### src/rtl/mem_arbiter_pkg.sv
// Shared types for the mem_arbiter block: data width, FSM state encoding and access opcode.
package mem_arbiter_pkg;

  localparam int unsigned XLEN = 32;

  // Legacy state encodings; the enum below is bound to them so both views agree.
  localparam logic [1:0] ST_IDLE = 2'd0;
  localparam logic [1:0] ST_MEM  = 2'd1;
  localparam logic [1:0] ST_RESP = 2'd2;

  typedef enum logic [1:0] {
    StIdle = ST_IDLE,
    StMem  = ST_MEM,
    StResp = ST_RESP
  } mem_arb_state_t;

  typedef enum logic {
    OpRead  = 1'b0,
    OpWrite = 1'b1
  } opcode_t;

  // Value of last_gnt meaning "debug loader was granted last".
  localparam logic GNT_DEBUG = 1'b1;

endpackage

### src/rtl/mem_arbiter_if.sv
// Bus bundle for mem_arbiter: core and debug request ports, response and memory side.
interface mem_arbiter_if;
  import mem_arbiter_pkg::*;

  logic              c_req;
  logic              c_we;
  logic [XLEN-1:0]   c_addr;
  logic [XLEN-1:0]   c_wdata;
  logic [XLEN/8-1:0] c_be;
  logic              c_done;

  logic              d_req;
  logic              d_we;
  logic [XLEN-1:0]   d_addr;
  logic [XLEN-1:0]   d_wdata;
  logic [XLEN/8-1:0] d_be;
  logic              d_done;

  logic [XLEN-1:0]   rdata;
  logic              err;

  logic              mem_en;
  logic              mem_we;
  logic [XLEN-1:0]   mem_addr;
  logic [XLEN-1:0]   mem_wdata;
  logic [XLEN/8-1:0] mem_be;
  logic [XLEN-1:0]   mem_rdata;
  logic              mem_ready;

  // Arbiter view.
  modport slave (
    input  c_req, c_we, c_addr, c_wdata, c_be,
    input  d_req, d_we, d_addr, d_wdata, d_be,
    output c_done, d_done, rdata, err,
    output mem_en, mem_we, mem_addr, mem_wdata, mem_be,
    input  mem_rdata, mem_ready
  );

  // Requester / memory environment view.
  modport master (
    output c_req, c_we, c_addr, c_wdata, c_be,
    output d_req, d_we, d_addr, d_wdata, d_be,
    input  c_done, d_done, rdata, err,
    input  mem_en, mem_we, mem_addr, mem_wdata, mem_be,
    output mem_rdata, mem_ready
  );

endinterface

### src/rtl/mem_arbiter_rr_arbiter2.sv
// Two-way round-robin pick: a sole requester wins; on a tie the one not granted last wins.
// Bit 0 is the core, bit 1 the debug loader; last_gnt=1 means debug won last.
module rr_arbiter2 (
  input  logic [1:0] req,
  input  logic       last_gnt,
  output logic [1:0] gnt
);

  // Pass a single request through; break ties against the previous winner.
  always_comb begin
    gnt = req;
    if (req == 2'b11) begin
      gnt = last_gnt ? 2'b01 : 2'b10;
    end
  end

endmodule

### src/rtl/mem_arbiter.sv
// Memory arbiter between a core port and a debug-loader port, one access at a time
// (IDLE -> MEM -> RESP). Define MEM_ARBITER_DEBUG_PORT_EN to enable the debug port with
// round-robin arbitration; without it the debug inputs are ignored and the core always wins.
module mem_arbiter
  import mem_arbiter_pkg::*;
#(
  parameter int unsigned TIMEOUT_CYCLES = 16
) (
  input logic          clk,
  input logic          reset,
  mem_arbiter_if.slave bus
);

  localparam int unsigned     CntW    = $clog2(TIMEOUT_CYCLES + 1);
  localparam logic [CntW-1:0] CntLast = CntW'(TIMEOUT_CYCLES - 1);

  mem_arb_state_t    state_q, state_d;
  logic [CntW-1:0]   cnt_q, cnt_d;
  opcode_t           op_q;
  logic [XLEN-1:0]   addr_q;
  logic [XLEN-1:0]   wdata_q;
  logic [XLEN/8-1:0] be_q;
  logic [XLEN-1:0]   rdata_q;
  logic              err_q;

  logic grant_valid;
  logic grant_dbg;
  logic grant_evt;
  logic timeout;

  assign grant_evt = (state_q == StIdle) && grant_valid;
  assign timeout   = (state_q == StMem) && !bus.mem_ready && (cnt_q == CntLast);

`ifdef MEM_ARBITER_DEBUG_PORT_EN
  logic [1:0] rr_gnt;
  logic       last_gnt_q;

  rr_arbiter2 u_rr_arbiter2 (
    .req      ({bus.d_req, bus.c_req}),
    .last_gnt (last_gnt_q),
    .gnt      (rr_gnt)
  );

  assign grant_valid = |rr_gnt;
  assign grant_dbg   = rr_gnt[1];

  // Record the winner on the grant edge; it also selects whose done fires in RESP.
  always_ff @(posedge clk or posedge reset) begin
    if (reset) begin
      last_gnt_q <= GNT_DEBUG;
    end else if (grant_evt) begin
      last_gnt_q <= grant_dbg;
    end
  end

  assign bus.c_done = (state_q == StResp) && (last_gnt_q != GNT_DEBUG);
  assign bus.d_done = (state_q == StResp) && (last_gnt_q == GNT_DEBUG);
`else
  logic unused_dbg;
  assign unused_dbg = ^{bus.d_req, bus.d_we, bus.d_addr, bus.d_wdata, bus.d_be};

  assign grant_valid = bus.c_req;
  assign grant_dbg   = 1'b0;
  assign bus.c_done  = (state_q == StResp);
  assign bus.d_done  = 1'b0;
`endif

  // Next-state and wait-counter logic.
  always_comb begin
    state_d = state_q;
    cnt_d   = cnt_q;
    unique case (state_q)
      StIdle: begin
        if (grant_valid) begin
          state_d = StMem;
          cnt_d   = '0;
        end
      end
      StMem: begin
        if (bus.mem_ready || timeout) begin
          state_d = StResp;
        end else begin
          cnt_d = cnt_q + CntW'(1);
        end
      end
      StResp: begin
        state_d = StIdle;
      end
      default: begin
        state_d = StIdle;
      end
    endcase
  end

  // State and wait counter registers.
  always_ff @(posedge clk or posedge reset) begin
    if (reset) begin
      state_q <= StIdle;
      cnt_q   <= '0;
    end else begin
      state_q <= state_d;
      cnt_q   <= cnt_d;
    end
  end

  // Latch the winner's request so the memory side stays stable for all of MEM.
  always_ff @(posedge clk or posedge reset) begin
    if (reset) begin
      op_q    <= OpRead;
      addr_q  <= '0;
      wdata_q <= '0;
      be_q    <= '0;
    end else if (grant_evt) begin
      if (grant_dbg) begin
        op_q    <= opcode_t'(bus.d_we);
        addr_q  <= bus.d_addr;
        wdata_q <= bus.d_wdata;
        be_q    <= bus.d_be;
      end else begin
        op_q    <= opcode_t'(bus.c_we);
        addr_q  <= bus.c_addr;
        wdata_q <= bus.c_wdata;
        be_q    <= bus.c_be;
      end
    end
  end

  // Capture the response; rdata/err hold until the next completion or timeout.
  always_ff @(posedge clk or posedge reset) begin
    if (reset) begin
      rdata_q <= '0;
      err_q   <= 1'b0;
    end else if ((state_q == StMem) && bus.mem_ready) begin
      rdata_q <= bus.mem_rdata;
      err_q   <= 1'b0;
    end else if (timeout) begin
      rdata_q <= '0;
      err_q   <= 1'b1;
    end
  end

  assign bus.mem_en    = (state_q == StMem);
  assign bus.mem_we    = (state_q == StMem) && (op_q == OpWrite);
  assign bus.mem_addr  = addr_q;
  assign bus.mem_wdata = wdata_q;
  assign bus.mem_be    = be_q;
  assign bus.rdata     = rdata_q;
  assign bus.err       = err_q;

endmodule

### src/flat_wrapper.sv
// flat-port wrapper written by rule: the top's interface ports become plain ports
module mem_arbiter_flat import mem_arbiter_pkg::*;
#(
  parameter int unsigned TIMEOUT_CYCLES = 16
)
  (clk, reset, bus_c_req, bus_c_we, bus_c_addr, bus_c_wdata, bus_c_be, bus_d_req, bus_d_we, bus_d_addr, bus_d_wdata, bus_d_be, bus_c_done, bus_d_done, bus_rdata, bus_err, bus_mem_en, bus_mem_we, bus_mem_addr, bus_mem_wdata, bus_mem_be, bus_mem_rdata, bus_mem_ready);
  mem_arbiter_if bus_i ();
  input logic clk;
  input logic reset;
  input wire logic [$bits(bus_i.c_req)-1:0] bus_c_req;
  input wire logic [$bits(bus_i.c_we)-1:0] bus_c_we;
  input wire logic [$bits(bus_i.c_addr)-1:0] bus_c_addr;
  input wire logic [$bits(bus_i.c_wdata)-1:0] bus_c_wdata;
  input wire logic [$bits(bus_i.c_be)-1:0] bus_c_be;
  input wire logic [$bits(bus_i.d_req)-1:0] bus_d_req;
  input wire logic [$bits(bus_i.d_we)-1:0] bus_d_we;
  input wire logic [$bits(bus_i.d_addr)-1:0] bus_d_addr;
  input wire logic [$bits(bus_i.d_wdata)-1:0] bus_d_wdata;
  input wire logic [$bits(bus_i.d_be)-1:0] bus_d_be;
  output wire logic [$bits(bus_i.c_done)-1:0] bus_c_done;
  output wire logic [$bits(bus_i.d_done)-1:0] bus_d_done;
  output wire logic [$bits(bus_i.rdata)-1:0] bus_rdata;
  output wire logic [$bits(bus_i.err)-1:0] bus_err;
  output wire logic [$bits(bus_i.mem_en)-1:0] bus_mem_en;
  output wire logic [$bits(bus_i.mem_we)-1:0] bus_mem_we;
  output wire logic [$bits(bus_i.mem_addr)-1:0] bus_mem_addr;
  output wire logic [$bits(bus_i.mem_wdata)-1:0] bus_mem_wdata;
  output wire logic [$bits(bus_i.mem_be)-1:0] bus_mem_be;
  input wire logic [$bits(bus_i.mem_rdata)-1:0] bus_mem_rdata;
  input wire logic [$bits(bus_i.mem_ready)-1:0] bus_mem_ready;
  assign bus_i.c_req = bus_c_req;
  assign bus_i.c_we = bus_c_we;
  assign bus_i.c_addr = bus_c_addr;
  assign bus_i.c_wdata = bus_c_wdata;
  assign bus_i.c_be = bus_c_be;
  assign bus_i.d_req = bus_d_req;
  assign bus_i.d_we = bus_d_we;
  assign bus_i.d_addr = bus_d_addr;
  assign bus_i.d_wdata = bus_d_wdata;
  assign bus_i.d_be = bus_d_be;
  assign bus_c_done = bus_i.c_done;
  assign bus_d_done = bus_i.d_done;
  assign bus_rdata = bus_i.rdata;
  assign bus_err = bus_i.err;
  assign bus_mem_en = bus_i.mem_en;
  assign bus_mem_we = bus_i.mem_we;
  assign bus_mem_addr = bus_i.mem_addr;
  assign bus_mem_wdata = bus_i.mem_wdata;
  assign bus_mem_be = bus_i.mem_be;
  assign bus_i.mem_rdata = bus_mem_rdata;
  assign bus_i.mem_ready = bus_mem_ready;
  mem_arbiter #(.TIMEOUT_CYCLES(TIMEOUT_CYCLES)) u_core (.clk(clk), .reset(reset), .bus(bus_i));
endmodule
### config.mk
export PLATFORM = sky130hd
export DESIGN_NAME = mem_arbiter_flat
export DESIGN_NICKNAME = d
export VERILOG_FILES = /design/src/rtl/mem_arbiter_pkg.sv /design/src/rtl/mem_arbiter_if.sv /design/src/rtl/mem_arbiter_rr_arbiter2.sv /design/src/rtl/mem_arbiter.sv /design/src/flat_wrapper.sv
export SDC_FILE = /design/constraint.sdc
export NUM_CORES = 1
export LEC_CHECK = 0
export CORE_ASPECT_RATIO = 1.2
export CORE_MARGIN = 5
export CORE_UTILIZATION = 25
export CTS_BUF_LIST = sky130_fd_sc_hd__clkbuf_8 sky130_fd_sc_hd__clkbuf_16
export CTS_CLUSTER_DIAMETER = 120
export DETAILED_ROUTE_END_ITERATION = 10
export GPL_TIMING_DRIVEN = 0
export SYNTH_ARGS = -nofsm -noshare
export SYNTH_HDL_FRONTEND = slang
export SYNTH_SLANG_ARGS = --single-unit
### constraint.sdc
create_clock -name clk -period 3.35 [get_ports clk]
set_input_delay 0.67 -clock clk [delete_from_list [all_inputs] [get_ports clk]]
set_output_delay 0.67 -clock clk [all_outputs]
set_load 0.01 [all_outputs]
==> run summary, run 1 <==
Status -> complete, no violations
Sequential cell area -> 2730 µm²
GRT Util Overall -> 12.3%
DRC errors left -> 0
Die Area -> 19000 µm²
Root Buffer -> clkbuf_16
Die Wd -> 127 µm
Total negative setup slack -> 0 ns
# nets final -> 656
H-tree depth -> 3
Slowest stage cell, crit path -> clkdlybuf4s50_1
Largest net degree at the start of global routing -> 42
Reg clk slew, reported paths -> 0.07 ns
Max-Cap Viols -> 0
PortBufs -> 208
DRT Pass-1 Iters -> 4
Final routed wire length divided by cell count -> 16.7 µm
Vias in the first global route -> 3462
Core area -> 16100 µm²
Initial DRC count -> 100
Post-DRT Antenna Nets -> 0
Final Critical Period -> 2.42 ns
Diodes inserted -> 0
Worst hold path type -> reg -> reg
Multi-input logic area -> 1240 µm²
Mapped Cells -> 258
Relative slew slack -> 48.5%
CP delay by family, top -> buffers and inverters
CTS tree -> yes
Startpoint Class -> flip-flop
Final setup violation count -> 0
Synth area leader -> dfrtp_1
Pwr dens -> 836 nW/µm²
Worst Path Arrival -> 1.75 ns
Vias per cell -> 4.32
First-pass GRT wire length -> 18500 µm
Fillers -> 1506
Site row count -> 51
Crit path largest cell delay -> 0.55 ns
Skew final -> 0.00982 ns
Initial Util -> 25.3%
Gates resized, CTS repair -> 0
Final Hold Viols -> 0
Critical path endpoint category -> output port
Yosys cell types -> 27
Gpl congestion -> 0.726
Synth Area per Inst -> 15.8 µm²
Hold buffer count at CTS -> 0
Syn Std Cell Area -> 4080 µm²
Actual slew at the worst max-slew pin -> 0.770 ns
Layout area overhead -> 66.2%
HPWL after DPL -> 8920 µm
Commonest non-fill, non-tap cell in the layout -> clkdlybuf4s50_1
Total wire length -> 11600 µm
Critical path type -> reg -> out
Crit-path max FO -> 8
RSZ-0062 raised after global routing -> false
CTS buffer count -> 9
Postcts setup bufs -> 0
Synth top area share -> 66.8%
I/O Pins -> 280
Max rail drop VDD -> 329 µV
Via count -> 3000
Flop and latch count out of synthesis -> 109
GRT overflow -> 0
Worst path bufs/invs -> 2
Most frequent cells in the layout -> 208 x clkdlybuf4s50_1, 109 x dfrtp_1, 69 x mux2_2
Max Buffers Root-to-Sink -> 2
Initial antenna violation count -> 0
Largest cells by area after synthesis -> dfrtp_1 67%, mux2_2 19%, a22o_1 6.9%, buf_2 1.5%, buf_4 0.74%
Yosys warning count -> 0
Skew-Pair Late Insertion Delay -> 0.34 ns
Net Count, Synth -> 435
CP required -> 2.68 ns
Clk sink count -> 109
Fin crit share -> 72.3%
Leakage -> 2.85 nW
Die span in y -> 150 µm
Post-synthesis sequential area ratio -> 66.8%
Max Slew Vio Count -> 0
Fmax -> 413 MHz
Tot Pwr -> 5.67 mW
Layout cells sized above 1 -> 21.7%
Crit-path cells -> nor2b_1, buf_2, and2_1, clkdlybuf4s50_1
stage by stage:
| stage | hold slack [ns] | instance area, µm² | cells | utilization (%) | worst slack [ns] |
|---|---|---|---|---|---|
| floorplan | 0.443 | 4090 | 258 | - | 1.36 |
| finish | 0.474 | 6780 | 695 | 42.0 | 0.928 |
| detailed placement | 0.465 | 6470 | 680 | 40.1 | 0.634 |
| global route | 0.495 | 6780 | 695 | 42.0 | 0.830 |
| CTS | 0.475 | 6780 | 695 | 42.0 | 0.895 |
| global placement | 0.458 | 6430 | 678 | 39.8 | 0.264 |
flip-flops by register name (all words and copies together) (netlist names):
signal and cells:
u_core.state_q 2, u_core.bus.err 1, u_core.op_q 1, u_core.cnt_q 5, u_core.bus.mem_addr 32, u_core.bus.rdata 32
u_core.bus.mem_be 4, u_core.bus.mem_wdata 32
final timing paths:
kind | startpoint | to | slack (ns) | cells past startpoint
worst max-delay path | u_core.state_q[1] | bus_mem_we | 0.93 | 4
worst min-delay path | u_core.cnt_q[3] | u_core.cnt_q[3] | 0.47 | 1
worst max register to register | u_core.cnt_q[0] | u_core.cnt_q[2] | 1.17 | 7
worst min register to register | u_core.cnt_q[3] | u_core.cnt_q[3] | 0.47 | 1
max in group asynchronous | reset | u_core.bus.mem_wdata[18] | 1.88 | 3
min in group asynchronous | reset | u_core.bus.rdata[13] | 0.82 | 2
cell type report:
| class | count | share of cell area (%) |
|---|---|---|
| multi-input cells | 128 | 18.4 |
| flip-flops and latches | 109 | 40.2 |
| well taps | 212 | 3.91 |
| inverters | 4 | 0.277 |
| clock buffers | 11 | 3.73 |
| repair buffers | 210 | 31.3 |
| clock inverters | 4 | 0.830 |
| plain buffers | 17 | 1.38 |
per-layer routing:
layer | vias to the layer above | routed length [µm] | part of all wire [%] | track usage (%)
li1 | 1369 | - | - | -
met1 | 1497 | 4010 | 35 | 12.7
met2 | 110 | 6400 | 55 | 22.9
met3 | 24 | 751 | 6.5 | 3.18
met4 | 0 | 421 | 3.6 | 6.28
met5 | - | 0 | 0 | 0
where the power goes:
| part | leakage (nW) | internal [mW] | total (mW) | switching, mW |
|---|---|---|---|---|
| combinational | 1.39 | 1.51 | 2.38 | 0.873 |
| sequential | 1.31 | 1.88 | 2.19 | 0.312 |
| clock | 0.152 | 0.622 | 1.10 | 0.476 |
cells by family after synthesis:
family          synth area share, %
buf+inv                        2.67
simple gates                   2.39
compound gates                 7.88
flops                          66.8
mux                            19.5
other cells                  0.0919
fa+ha+maj                     0.613
synthesized netlist by cell type:
library cell and instances:
nor2b_1 2, buf_2 12, and2_1 2, nor3b_2 1, ha_1 2, inv_1 4
nand4_1 1, o21ai_0 1, nand3_1 1, buf_4 4, dfrtp_1 109, nand2b_1 1
nor2_1 2, o21ai_1 1, mux2_2 69, a21oi_1 2, or2_0 1, a31oi_1 1
conb_1 1, nand2_1 2, o22ai_1 1, and3_1 1, a22o_1 32, mux2i_1 2
a2bb2oi_1 1, nor4b_2 1, clkbuf_1 1
Note: power is estimated with default switching activity, not from simulation.
==> inputs of run 2 (changes only) <==
==> constraint.sdc (replaced) <==
create_clock -name clk -period 2.15 [get_ports clk]
set_input_delay 0.43 -clock clk [delete_from_list [all_inputs] [get_ports clk]]
set_output_delay 0.43 -clock clk [all_outputs]
set_load 0.01 [all_outputs]
==> run 2 against run 1 <==
  * Register-to-register slack got worse by 1.0 ns
  * Core utilization grew 0.17 points
  * Sequential share of layout area decreased by 0.16 points
  * Combinational power is 56% higher
  * Die area unchanged
==> run summary, run 2 (synthesis gave the netlist of run 1 again) <==
Status -> complete, no violations
Vias in the first global route -> 3462 (unchanged)
Layout cells sized above 1 -> 22.1% (+0.37 points)
PortBufs -> 208 (unchanged)
Clk sink count -> 109 (unchanged)
Crit-path cells -> ha_1, and3_1, ha_1, nor4b_4, or2_0, clkbuf_1, a31oi_1
Relative slew slack -> 48.5% (-0.067 points)
Gpl congestion -> 0.726 (unchanged)
Max rail drop VDD -> 512 µV (+56%)
CTS tree -> yes
Vias per cell -> 4.31 (-0.21%)
Hold buffer count at CTS -> 0 (unchanged)
Largest net degree at the start of global routing -> 42 (unchanged)
H-tree depth -> 3 (unchanged)
Hold path depth -> 1 (unchanged)
Setup ws final -> 0.160 ns (-0.767 ns)
Total wire length -> 11600 µm (+0.28%)
Crit path largest cell delay -> 0.43 ns (-0.12 ns)
Die span in y -> 150 µm (unchanged)
Leakage -> 2.88 nW (+0.96%)
Finished Cell Area -> 6810 µm² (+0.41%)
Fin crit share -> 92.6%
Die Wd -> 127 µm (unchanged)
Pwr dens -> 1300 nW/µm² (+55%)
Max Slew Vio Count -> 0 (unchanged)
Core area -> 16100 µm² (unchanged)
I/O Pins -> 280 (unchanged)
Pre-CTS WS -> -0.326 ns (-0.960 ns)
Fillers -> 1500 (-0.40%)
Critical path type -> reg -> reg
Die Area -> 19000 µm² (unchanged)
Commonest non-fill, non-tap cell in the layout -> clkdlybuf4s50_1
HPWL after DPL -> 8920 µm (unchanged)
Crit-path max FO -> 5 (-3)
Layout area overhead -> 66.8%
Final Hold Viols -> 0 (unchanged)
CP required -> 2.36 ns (-0.32 ns)
DP Area -> 6470 µm² (unchanged)
GRT Util Overall -> 12.3% (unchanged)
Final Critical Period -> 1.99 ns
Root Buffer -> clkbuf_16
WL met2 -> 6440 µm (+0.62%)
DRT Pass-1 Iters -> 4 (unchanged)
RSZ-0062 raised after global routing -> false
Actual slew at the worst max-slew pin -> 0.771 ns (+0.00101 ns)
Critical path endpoint category -> flip-flop
Initial Util -> 25.3% (unchanged)
Site row count -> 51 (unchanged)
Skew-Pair Late Insertion Delay -> 0.34 ns (about the same)
Crit-path most repeated cell -> ha_1
GRT overflow -> 0 (unchanged)
Reg clk slew, reported paths -> 0.07 ns (about the same)
Startpoint Class -> flip-flop
Worst Path Arrival -> 2.20 ns (+0.45 ns)
DR WL met3 -> 729 µm (-2.9%)
Max Used Layer -> met4
Diodes inserted -> 0 (unchanged)
Max-Cap Viols -> 0 (unchanged)
Slowest stage cell, crit path -> dfrtp_1
Final setup violation count -> 0 (unchanged)
Worst hold path type -> reg -> reg
First-pass GRT wire length -> 18500 µm (unchanged)
DRC errors left -> 0 (unchanged)
Hold Slack -> 0.470 ns (-0.00351 ns)
Skew final -> 0.0107 ns (+0.000836 ns)
Initial DRC count -> 99 (-1.0%)
CTS buffer count -> 9 (unchanged)
Worst R2R Path Depth -> 7 (unchanged)
Max Buffers Root-to-Sink -> 2 (unchanged)
Wire length on met1 -> 4020 µm (+0.17%)
Initial antenna violation count -> 0 (unchanged)
Most frequent cells in the layout -> 206 x clkdlybuf4s50_1, 109 x dfrtp_1, 69 x mux2_2
Via count -> 2998 (-0.067%)
Post-DRT Antenna Nets -> 0 (unchanged)
Final routed wire length divided by cell count -> 16.7 µm (+0.13%)
Fmax -> 503 MHz
# nets final -> 657 (+0.15%)
==> run 2: changes by cell type in the layout (fill, tap and decap cells not counted) <==
cell             change
clkdlybuf4s50_1      -2
buf_4                +1
dlygate4sd2_1        +1
dlymetal6s2s_1       +1
nor3b_2              -1
nor3b_4              +1
nor4b_2              -1
nor4b_4              +1
o21ai_1              -1
o21ai_2              +1
==> run 2: area by class of cell <==
| cell class | instances | area [µm²] | area share [%] |
|---|---|---|---|
| Clock inverter | 4 | 56.3 | 0.827 |
| Clock buffer | 11 | 253 | 3.71 |
| Tap cell | 212 | 265 | 3.90 |
| Buffer | 17 | 93.8 | 1.38 |
| Timing Repair Buffer | 211 | 2130 | 31.3 |
| Multi-Input combinational cell | 128 | 1260 | 18.6 |
| Inverter | 4 | 18.8 | 0.276 |
| Sequential cell | 109 | 2730 | 40.1 |
==> run 2: power by group <==
group | total (mW) | internal [mW] | switching (mW)
combinational | 3.72 | 2.36 | 1.36
sequential | 3.42 | 2.92 | 0.492
clock | 1.71 | 0.970 | 0.743
==> run 2: final timing paths <==
check	startpoint	end	slack, ns
worst max-delay path	u_core.cnt_q[0]	u_core.cnt_q[2]	0.16
worst min-delay path	u_core.cnt_q[3]	u_core.cnt_q[3]	0.47
worst max register to register	u_core.cnt_q[0]	u_core.cnt_q[2]	0.16
worst min register to register	u_core.cnt_q[3]	u_core.cnt_q[3]	0.47
max in group asynchronous	reset	u_core.bus.mem_wdata[18]	0.92
min in group asynchronous	reset	u_core.bus.rdata[13]	0.58
==> run 2: critical path: cells and delay by family, from the launching register on <==
kind            cells  cell delay (ns)
flops               1             0.43
compound gates      1             0.13
fa+ha+maj           2             0.50
simple gates        3             0.62
buf+inv             1             0.19
==> run 2: what timing repair did <==
| item | in CTS | in global routing |
|---|---|---|
| resized for setup | 2 | 3 |
| cloned | 0 | 0 |
| pin swaps | 0 | 1 |
| buffers inserted | 0 | 1 |
| endpoints found under the setup margin | 3 | 25 |
==> run 2: per-stage QoR <==
step / TNS [ns] / std cells / power (mW) / utilization [%]
3_5_place_dp: -19.74 / 680 / 7.22 / 40.1
4_1_cts: 0 / 695 / 9.02 / 42.1
5_1_grt: 0 / 696 / 9.40 / 42.2
6_report: 0 / 696 / 8.85 / 42.2
2_1_floorplan: 0 / 258 / 4.90 / -
3_3_place_gp: -91.40 / 678 / 7.13 / 39.8
==> run 2: layer usage <==
metal	global-route usage, %	vias to the layer above
li1	-	1372
met1	12.7	1500
met2	22.9	102
met3	3.18	24
met4	6.28	0
met5	0	-
